### config.mk
export PLATFORM = sky130hd
export DESIGN_NAME = mem_access_unit_flat
export DESIGN_NICKNAME = d
export VERILOG_FILES = /design/src/rtl/mau_pkg.sv /design/src/rtl/mau_if.sv /design/src/rtl/mau_lane.sv /design/src/rtl/mem_access_unit.sv /design/src/flat_wrapper.sv
export SDC_FILE = /design/constraint.sdc
export NUM_CORES = 1
export LEC_CHECK = 0
export ABC_CLOCK_PERIOD_IN_PS = 4620
export BUFFER_PORTS_ARGS = -buffer_cell sky130_fd_sc_hd__buf_4
export CAP_MARGIN = 20
export CORE_ASPECT_RATIO = 1.25
export CORE_MARGIN = 2
export CORE_UTILIZATION = 49
export DETAILED_ROUTE_END_ITERATION = 10
export PLACE_DENSITY = 0.95
export SKIP_LAST_GASP = 1
export SYNTH_ARGS = -nofsm -noshare
export SYNTH_HDL_FRONTEND = slang
export SYNTH_SLANG_ARGS = --single-unit
### constraint.sdc
create_clock -name clk -period 4.62 [get_ports clk]
set_input_delay 0.693 -clock clk [delete_from_list [all_inputs] [get_ports clk]]
set_output_delay 0.693 -clock clk [all_outputs]
set_load 0.05 [all_outputs]
### src/rtl/mau_pkg.sv
// Shared types and lane helpers for the load/store front end (mem_access_unit).
// Sub-word support is selected by the MAU_SUBWORD_EN macro.
package mau_pkg;

    typedef enum logic [1:0] {
        SZ_BYTE = 2'b00,
        SZ_HALF = 2'b01,
        SZ_WORD = 2'b10,
        SZ_RSVD = 2'b11
    } size_t;

    typedef enum logic [1:0] {
        IDLE = 2'b00,
        RD   = 2'b01,
        WR   = 2'b10,
        RESP = 2'b11
    } state_t;

    // Replace the addressed byte/half of old_word with the low store data (little-endian lanes).
    function automatic logic [31:0] lane_merge(input logic [31:0] old_word,
                                               input logic [15:0] st_data,
                                               input logic [1:0]  off,
                                               input size_t       size);
        logic [31:0] w;
        w = old_word;
        if (size == SZ_BYTE)
            w[{off, 3'b000} +: 8] = st_data[7:0];
        else if (size == SZ_HALF)
            w[{off[1], 4'b0000} +: 16] = st_data;
        return w;
    endfunction

    function automatic logic [31:0] load_extend(input logic [31:0] word,
                                                input logic [1:0]  off,
                                                input size_t       size,
                                                input logic        uns);
        logic [7:0]  b;
        logic [15:0] h;
        logic [31:0] r;
        b = word[{off, 3'b000} +: 8];
        h = word[{off[1], 4'b0000} +: 16];
        case (size)
            SZ_BYTE: r = uns ? {24'h000000, b} : {{24{b[7]}}, b};
            SZ_HALF: r = uns ? {16'h0000, h}   : {{16{h[15]}}, h};
            default: r = word;
        endcase
        return r;
    endfunction

endpackage

### src/rtl/mau_if.sv
// Pipeline request/response and data-memory port bundle for mem_access_unit.
interface mau_if;
    logic        req;
    logic        we;
    logic [1:0]  size;
    logic        uns;
    logic [31:0] addr;
    logic [31:0] wdata;
    logic        busy;
    logic        done;
    logic        err;
    logic [31:0] rdata;
    logic        mem_read;
    logic        mem_write;
    logic [31:0] mem_addr;
    logic [31:0] mem_wd;
    logic [31:0] mem_rd;

    // master = pipeline plus memory; slave = the access unit itself
    modport master (
        output req, we, size, uns, addr, wdata, mem_rd,
        input  busy, done, err, rdata, mem_read, mem_write, mem_addr, mem_wd
    );

    modport slave (
        input  req, we, size, uns, addr, wdata, mem_rd,
        output busy, done, err, rdata, mem_read, mem_write, mem_addr, mem_wd
    );
endinterface

### src/rtl/mau_lane.sv
// Combinational store-merge and load-extend datapath for sub-word accesses.
module mau_lane
    import mau_pkg::*;
(
    input  logic [31:0] old_word,
    input  logic [15:0] st_data,
    input  logic [1:0]  off,
    input  size_t       size,
    input  logic        uns,
    output logic [31:0] merged,
    output logic [31:0] loaded
);
    assign merged = lane_merge(old_word, st_data, off, size);
    assign loaded = load_extend(old_word, off, size, uns);
endmodule

### src/rtl/mem_access_unit.sv
// Load/store front end: turns one request into word-aligned RD/WR memory cycles.
// Define MAU_SUBWORD_EN to enable byte/half accesses; otherwise only aligned words are legal.
module mem_access_unit
    import mau_pkg::*;
#(
    parameter int unsigned MEM_BYTES = 1024
)(
    input  logic clk,
    input  logic rst_n,
    mau_if.slave bus
);
    state_t      state_q, state_d;
    logic        accept, illegal, out_of_range;
    logic        we_q, err_q;
    logic [31:0] rdata_q, mem_addr_q, mem_wd_q;
    logic [31:0] rd_word, wr_word;

    assign accept       = bus.req && (state_q == IDLE);
    assign out_of_range = bus.addr > (MEM_BYTES - 32'd4);

`ifdef MAU_SUBWORD_EN
    size_t      size_q;
    logic [1:0] off_q;
    logic       uns_q;

    assign illegal = (bus.size == SZ_RSVD)
                  || (bus.size == SZ_HALF && bus.addr[0])
                  || (bus.size == SZ_WORD && bus.addr[1:0] != 2'b00)
                  || out_of_range;

    always_ff @(posedge clk) begin
        if (accept) begin
            size_q <= size_t'(bus.size);
            off_q  <= bus.addr[1:0];
            uns_q  <= bus.uns;
        end
    end

    // mem_wd_q holds the raw store data until the old word arrives in RD
    mau_lane u_lane (
        .old_word (bus.mem_rd),
        .st_data  (mem_wd_q[15:0]),
        .off      (off_q),
        .size     (size_q),
        .uns      (uns_q),
        .merged   (wr_word),
        .loaded   (rd_word)
    );
`else
    assign illegal = (bus.size != SZ_WORD) || (bus.addr[1:0] != 2'b00) || out_of_range;
    assign rd_word = bus.mem_rd;
    assign wr_word = mem_wd_q;
`endif

    always_ff @(posedge clk or negedge rst_n) begin
        if (!rst_n) state_q <= IDLE;
        else        state_q <= state_d;
    end

    always_comb begin
        state_d = state_q;
        unique case (state_q)
            IDLE: if (accept) begin
                if (illegal)                           state_d = RESP;
                else if (bus.we && bus.size == SZ_WORD) state_d = WR;
                else                                   state_d = RD;
            end
            RD:      state_d = we_q ? WR : RESP;
            WR:      state_d = RESP;
            RESP:    state_d = IDLE;
            default: state_d = IDLE;
        endcase
    end

    always_comb begin
        bus.busy      = (state_q != IDLE);
        bus.mem_read  = (state_q == RD);
        bus.mem_write = (state_q == WR);
        bus.done      = (state_q == RESP);
        bus.err       = (state_q == RESP) && err_q;
    end

    always_ff @(posedge clk or negedge rst_n) begin
        if (!rst_n) begin
            we_q       <= 1'b0;
            err_q      <= 1'b0;
            rdata_q    <= '0;
            mem_addr_q <= '0;
            mem_wd_q   <= '0;
        end else begin
            if (accept) begin
                we_q       <= bus.we;
                err_q      <= illegal;
                mem_addr_q <= {bus.addr[31:2], 2'b00};
                mem_wd_q   <= bus.wdata;
            end
            if (state_q == RD) begin
                if (we_q) mem_wd_q <= wr_word;
                else      rdata_q  <= rd_word;
            end
        end
    end

    assign bus.rdata    = rdata_q;
    assign bus.mem_addr = mem_addr_q;
    assign bus.mem_wd   = mem_wd_q;

endmodule

### src/flat_wrapper.sv
// flat-port wrapper written by rule: the top's interface ports become plain ports
module mem_access_unit_flat import mau_pkg::*;
#(
    parameter int unsigned MEM_BYTES = 1024
)
  (clk, rst_n, bus_req, bus_we, bus_size, bus_uns, bus_addr, bus_wdata, bus_mem_rd, bus_busy, bus_done, bus_err, bus_rdata, bus_mem_read, bus_mem_write, bus_mem_addr, bus_mem_wd);
  mau_if bus_i ();
  input  logic clk;
  input  logic rst_n;
  input wire logic [$bits(bus_i.req)-1:0] bus_req;
  input wire logic [$bits(bus_i.we)-1:0] bus_we;
  input wire logic [$bits(bus_i.size)-1:0] bus_size;
  input wire logic [$bits(bus_i.uns)-1:0] bus_uns;
  input wire logic [$bits(bus_i.addr)-1:0] bus_addr;
  input wire logic [$bits(bus_i.wdata)-1:0] bus_wdata;
  input wire logic [$bits(bus_i.mem_rd)-1:0] bus_mem_rd;
  output wire logic [$bits(bus_i.busy)-1:0] bus_busy;
  output wire logic [$bits(bus_i.done)-1:0] bus_done;
  output wire logic [$bits(bus_i.err)-1:0] bus_err;
  output wire logic [$bits(bus_i.rdata)-1:0] bus_rdata;
  output wire logic [$bits(bus_i.mem_read)-1:0] bus_mem_read;
  output wire logic [$bits(bus_i.mem_write)-1:0] bus_mem_write;
  output wire logic [$bits(bus_i.mem_addr)-1:0] bus_mem_addr;
  output wire logic [$bits(bus_i.mem_wd)-1:0] bus_mem_wd;
  assign bus_i.req = bus_req;
  assign bus_i.we = bus_we;
  assign bus_i.size = bus_size;
  assign bus_i.uns = bus_uns;
  assign bus_i.addr = bus_addr;
  assign bus_i.wdata = bus_wdata;
  assign bus_i.mem_rd = bus_mem_rd;
  assign bus_busy = bus_i.busy;
  assign bus_done = bus_i.done;
  assign bus_err = bus_i.err;
  assign bus_rdata = bus_i.rdata;
  assign bus_mem_read = bus_i.mem_read;
  assign bus_mem_write = bus_i.mem_write;
  assign bus_mem_addr = bus_i.mem_addr;
  assign bus_mem_wd = bus_i.mem_wd;
  mem_access_unit #(.MEM_BYTES(MEM_BYTES)) u_core (.clk(clk), .rst_n(rst_n), .bus(bus_i));
endmodule
After elaboration in Yosys (flattened, before gate mapping):

Index checks and enable logic that the tools add are counted.

* bits in registers: 98
* input bits: 103
* output and inout bits: 101

* $lt $le $gt $ge: 1
* eq/ne operators: 7
* multiplexer cells: 8
* bitwise logic cells: 1
* reduce and logical (&&, ||, !) cells: 9

Operators with widths (count)
* 32-bit 2-to-1 mux: 3
* 32-bit by 10-bit > comparator with 1-bit output (second input constant): 1
* 2-bit case mux with 4 select lines: 1
* 2-bit equality test (second input constant): 3
* 2-bit 2-to-1 mux: 3
* 2-bit inequality test (second input constant): 2
* 2-bit nonzero test: 2
* 1-bit logical AND: 3
* 2-bit by 1-bit equality test with 1-bit output (second input constant): 1
* 2-bit zero test: 1
* 1-bit logical OR: 2
* 2-bit by 1-bit inequality test with 1-bit output (second input constant): 1
* 2-bit AND reduction: 1
* 1-bit 2-to-1 mux: 1
* 1-bit NOT: 1

Longest topological paths before layout:

* word-level depth: 6
* mapped depth: 7
* depth with buffers taken out: 6

Worst setup path after synthesis:

No wires, ideal clock.

* kind: register to output
* start: register u_core.state_q[1]
* end: output bus_err
* arrival time: 1.340 ns
* data required time: 3.927 ns
* path slack: 2.587 ns
* cell stages (with the launch flop): 3
* cell sequence: dfrtp_1 ha_1 and2_1

* longest elaborated chain between the ends: 2

Ends and longest elaborated chain
* from (decl): line mem_access_unit.sv:12 `state_t state_q, state_d;`
* from (signal assigned): line mem_access_unit.sv:57 `else state_q <= state_d;`
* 2-bit equality test
* named net bus_done: line flat_wrapper.sv:18 `output wire logic [$bits(bus_i.done)-1:0] bus_done;`
* 1-bit logical AND: line mem_access_unit.sv:80 `bus.err = (state_q == RESP) && err_q;`
* to (decl): line flat_wrapper.sv:19 `output wire logic [$bits(bus_i.err)-1:0] bus_err;`

The timed path passes the listed nets, and every way through them passes these cells.

Worst setup path after layout:

* start: register u_core.state_q[0]
* end: register u_core.mem_wd_q[0], in the netlist u_core.bus.mem_wd[0]

* longest elaborated chain between the ends: 5
* elaborated cells between the ends (all ways): 7

Ends and longest elaborated chain
* 2-bit zero test: line mem_access_unit.sv:18 `assign accept = bus.req && (state_q == IDLE);`
* 1-bit logical AND: line mem_access_unit.sv:18
* 32-bit 2-to-1 mux: line mem_access_unit.sv:91 `if (accept) begin`
* 32-bit 2-to-1 mux: line mem_access_unit.sv:98 `if (we_q) mem_wd_q <= wr_word;`
* 32-bit 2-to-1 mux: line mem_access_unit.sv:97 `if (state_q == RD) begin`
* to (signal assigned): line mem_access_unit.sv:95 `mem_wd_q <= bus.wdata;`
* to (signal assigned): line mem_access_unit.sv:98
* to (decl): line mem_access_unit.sv:15 `logic [31:0] rdata_q, mem_addr_q, mem_wd_q;`

Several ways; a longest one is shown, not always the timed one. The select of a mux whose other input is x is not followed.
A chain may end at the register's enable or synchronous reset.

==> results_dict.tcl <==
set metrics [dict create \
    tns_ns 0 \
    portBuffers 200 \
    hp-class "in2async" \
    cts_buffer_depth 2 \
    numCtsBuffers 9 \
    syn_inst 241 \
    dp_hpwl_um 6890 \
    critPathMaxFanout 35 \
    clock_latency_ns 0.37 \
    pre_cts_slack_ns 2.12 \
    ant_nets 0 \
    grt_use_met2_pct 36.7 \
    rsz0062_at_grt "no" \
    hold_buffers 0 \
    synthXorXnorAreaFrac_pct 0 \
    drtIter0Drc 69 \
    setup_viol 0 \
    grt_usage_pct 21.4 \
    skew_ns 0.00782 \
    wl_per_cell_um 17.2 \
    yosys.area_share.simple_pct 3.03 \
    core_mm2 0.00784 \
    place.gp.congestion 0.792 \
    layout-drive-gt1-share_pct 70.8 \
    worst_pin_slew_ns 0.768 \
    crit_cells 5 \
    cpPeakStageDelay_ns 0.58 \
    async_reset_ff_share_pct 100 \
    post_cts_buffers 0 \
    grtUsageMet3_pct 5.24 \
    cp.arrival_ns 2.66 \
    yosysUniqueCellTypes 26 \
    ios 204 \
    floorplan.die_area_mm2 0.00882 \
    outcome "complete, no violations" \
    totalWireLength_um 9340 \
    area_growth_pct 45.6 \
    worst-path-buf-inv 1 \
    start_kind "flip-flop" \
    synthAdderAreaFrac_pct 1.58 \
    synth.avg_cell_area_um2 16.4 \
    grt_pass1_wl_um 14900 \
    post-route-period-util_pct 52.1 \
    clock_sinks 98 \
    end_kind "flip-flop" \
    path_cells "inv_1, ha_1, nand2_2, a21o_4, mux2_2" \
    root_buffer "clkbuf_8" \
    required_ns 4.88 \
    cts.repair.resized 0 \
    cts_tree "built" \
    yosysSeqAreaShare_pct 61.9 \
    post-route-drc-count 0 \
    fill_cells 507 \
    reg2reg_depth 5 \
    crit_slowest_cell "nand2_2" \
    crit_family "simple AND/OR/NAND/NOR gates" \
    synth_area_mm2 0.00396 \
    grt-busiest-layer "met2" \
    period_minus_slack_ns 2.41 \
    start_util_pct 50.5 \
    vias 2747 \
    antenna_found_initial 0 \
    globalRoute.totalOverflow 0 \
    hold_violations 0 \
    yosysWarnings 0 \
    clk_pin_slew_ns 0.09 \
    drv_cap 0 \
    num_antenna_cells 0 \
    htree_levels 3 \
    grt_max_degree 51 \
    max_freq_mhz 415 \
    crit_type "reg2reg" \
    row_count 36 \
    final_max_slew_viol_count 0 \
    grt_util_met1_pct 25.5 \
    layout.nets 551 \
    synthFlopType "dfrtp_1" \
    synth_top_family_by_area "multiplexers" \
    ys_ff_latch 98 \
    chipHeight_um 105 \
    setup_ws_ns 2.21 \
    relSlewSlack_pct 48.6 \
    grt_pass1_vias 2939 \
    drt-pass1-iter-count 4 \
    muxShareOfSynthArea_pct 29.6 \
    vias_per_cell 5.06 \
    synth-edff-count 0 \
    synth-compound-area-share_pct 1.33 \
    die_w_um 84.4 \
]
-- worst register-to-register path: cells and delay by family, from the launching register on --
kind	cells	cell delay [ns]
AND/OR/NAND/NOR	1	0.58
AO/OA/AOI/OAI	1	0.54
multiplexers	1	0.44
flip-flops	1	0.39
adder cells (fa/ha/maj)	1	0.24
buffers and inverters	1	0.10
-- cell usage in the layout, fill, tap and decap left out, types with 3 or more instances in the layout --
cell type and instances:
buf_4 202, dfrtp_1 98, mux2_2 64, mux2_4 30
clkbuf_8 13, nand2_1 5, ha_1 5, inv_1 4
nor4_1 4, o21ai_0 3
-- path summary, 6_finish.rpt --
| path | startpoint | end | slack (ns) |
|---|---|---|---|
| max | u_core.state_q[0] | u_core.bus.mem_wd[0] | 2.21 |
| min | rst_n | u_core.bus.rdata[0] | 0.33 |
| max reg2reg | u_core.state_q[0] | u_core.bus.mem_wd[0] | 2.21 |
| min reg2reg | u_core.bus.mem_addr[12] | u_core.bus.mem_addr[12] | 0.51 |
| max in group asynchronous | rst_n | u_core.bus.rdata[18] | 3.19 |
| min in group clk | u_core.bus.mem_addr[12] | u_core.bus.mem_addr[12] | 0.51 |
-- sequential cells by signal (all words and copies together), names as in the netlist --
name / cells
u_core.bus.mem_addr: 30
u_core.err_q: 1
u_core.state_q: 2
u_core.we_q: 1
u_core.bus.rdata: 32
u_core.bus.mem_wd: 32
-- cells in the mapped netlist (2+ instances only) --
cell,number,area share [%]
dfrtp_1,98,62
nor2_1,2,0.19
buf_4,2,0.38
buf_2,7,0.88
inv_1,4,0.38
o21ai_0,3,0.38
mux2_4,30,11
mux2_2,64,18
nand2_1,5,0.47
nor4_1,4,0.63
ha_1,5,1.6
buf_6,3,0.85
-- cell families (layout without fill, tap and decap cells) --
| group | count (synthesis) | after routing |
|---|---|---|
| other | 1 | 2 |
| DFF | 98 | 98 |
| adders and majority gates | 5 | 5 |
| and+or+nand+nor | 20 | 20 |
| AOI/OAI and AO/OA | 7 | 7 |
| buffers and inverters | 16 | 222 |
| muxes | 94 | 94 |
-- layer usage --
metal	up-vias	wire length (um)
met5	-	0
met4	0	214
met3	17	720
met2	127	4940
met1	1358	3460
li1	1245	-
-- area by class of cell --
class,instances,area [um^2],area share [%]
Tap cell,95,119,2.06
Clock buffer,13,179,3.10
Multi-Input combinational cell,128,1420,24.6
Inverter,4,15.0,0.260
Timing Repair Buffer,202,1520,26.3
Sequential cell,98,2450,42.5
Clock inverter,3,68.8,1.19
-- through the flow --
step           std cells  hold WS (ns)  util (%)  instance area, um^2
3_5_place_dp         527         0.495      70.4                 5520
3_3_place_gp         527         0.469      70.4                 5520
6_report             543         0.335      73.6                 5770
5_1_grt              543         0.380      73.6                 5770
2_1_floorplan        242         0.397         -                 3970
4_1_cts              543         0.352      73.6                 5770
Power is left out: the tool's default activity adds up to more than one toggle a clock period on the data nets, which glitch-free logic cannot reach.
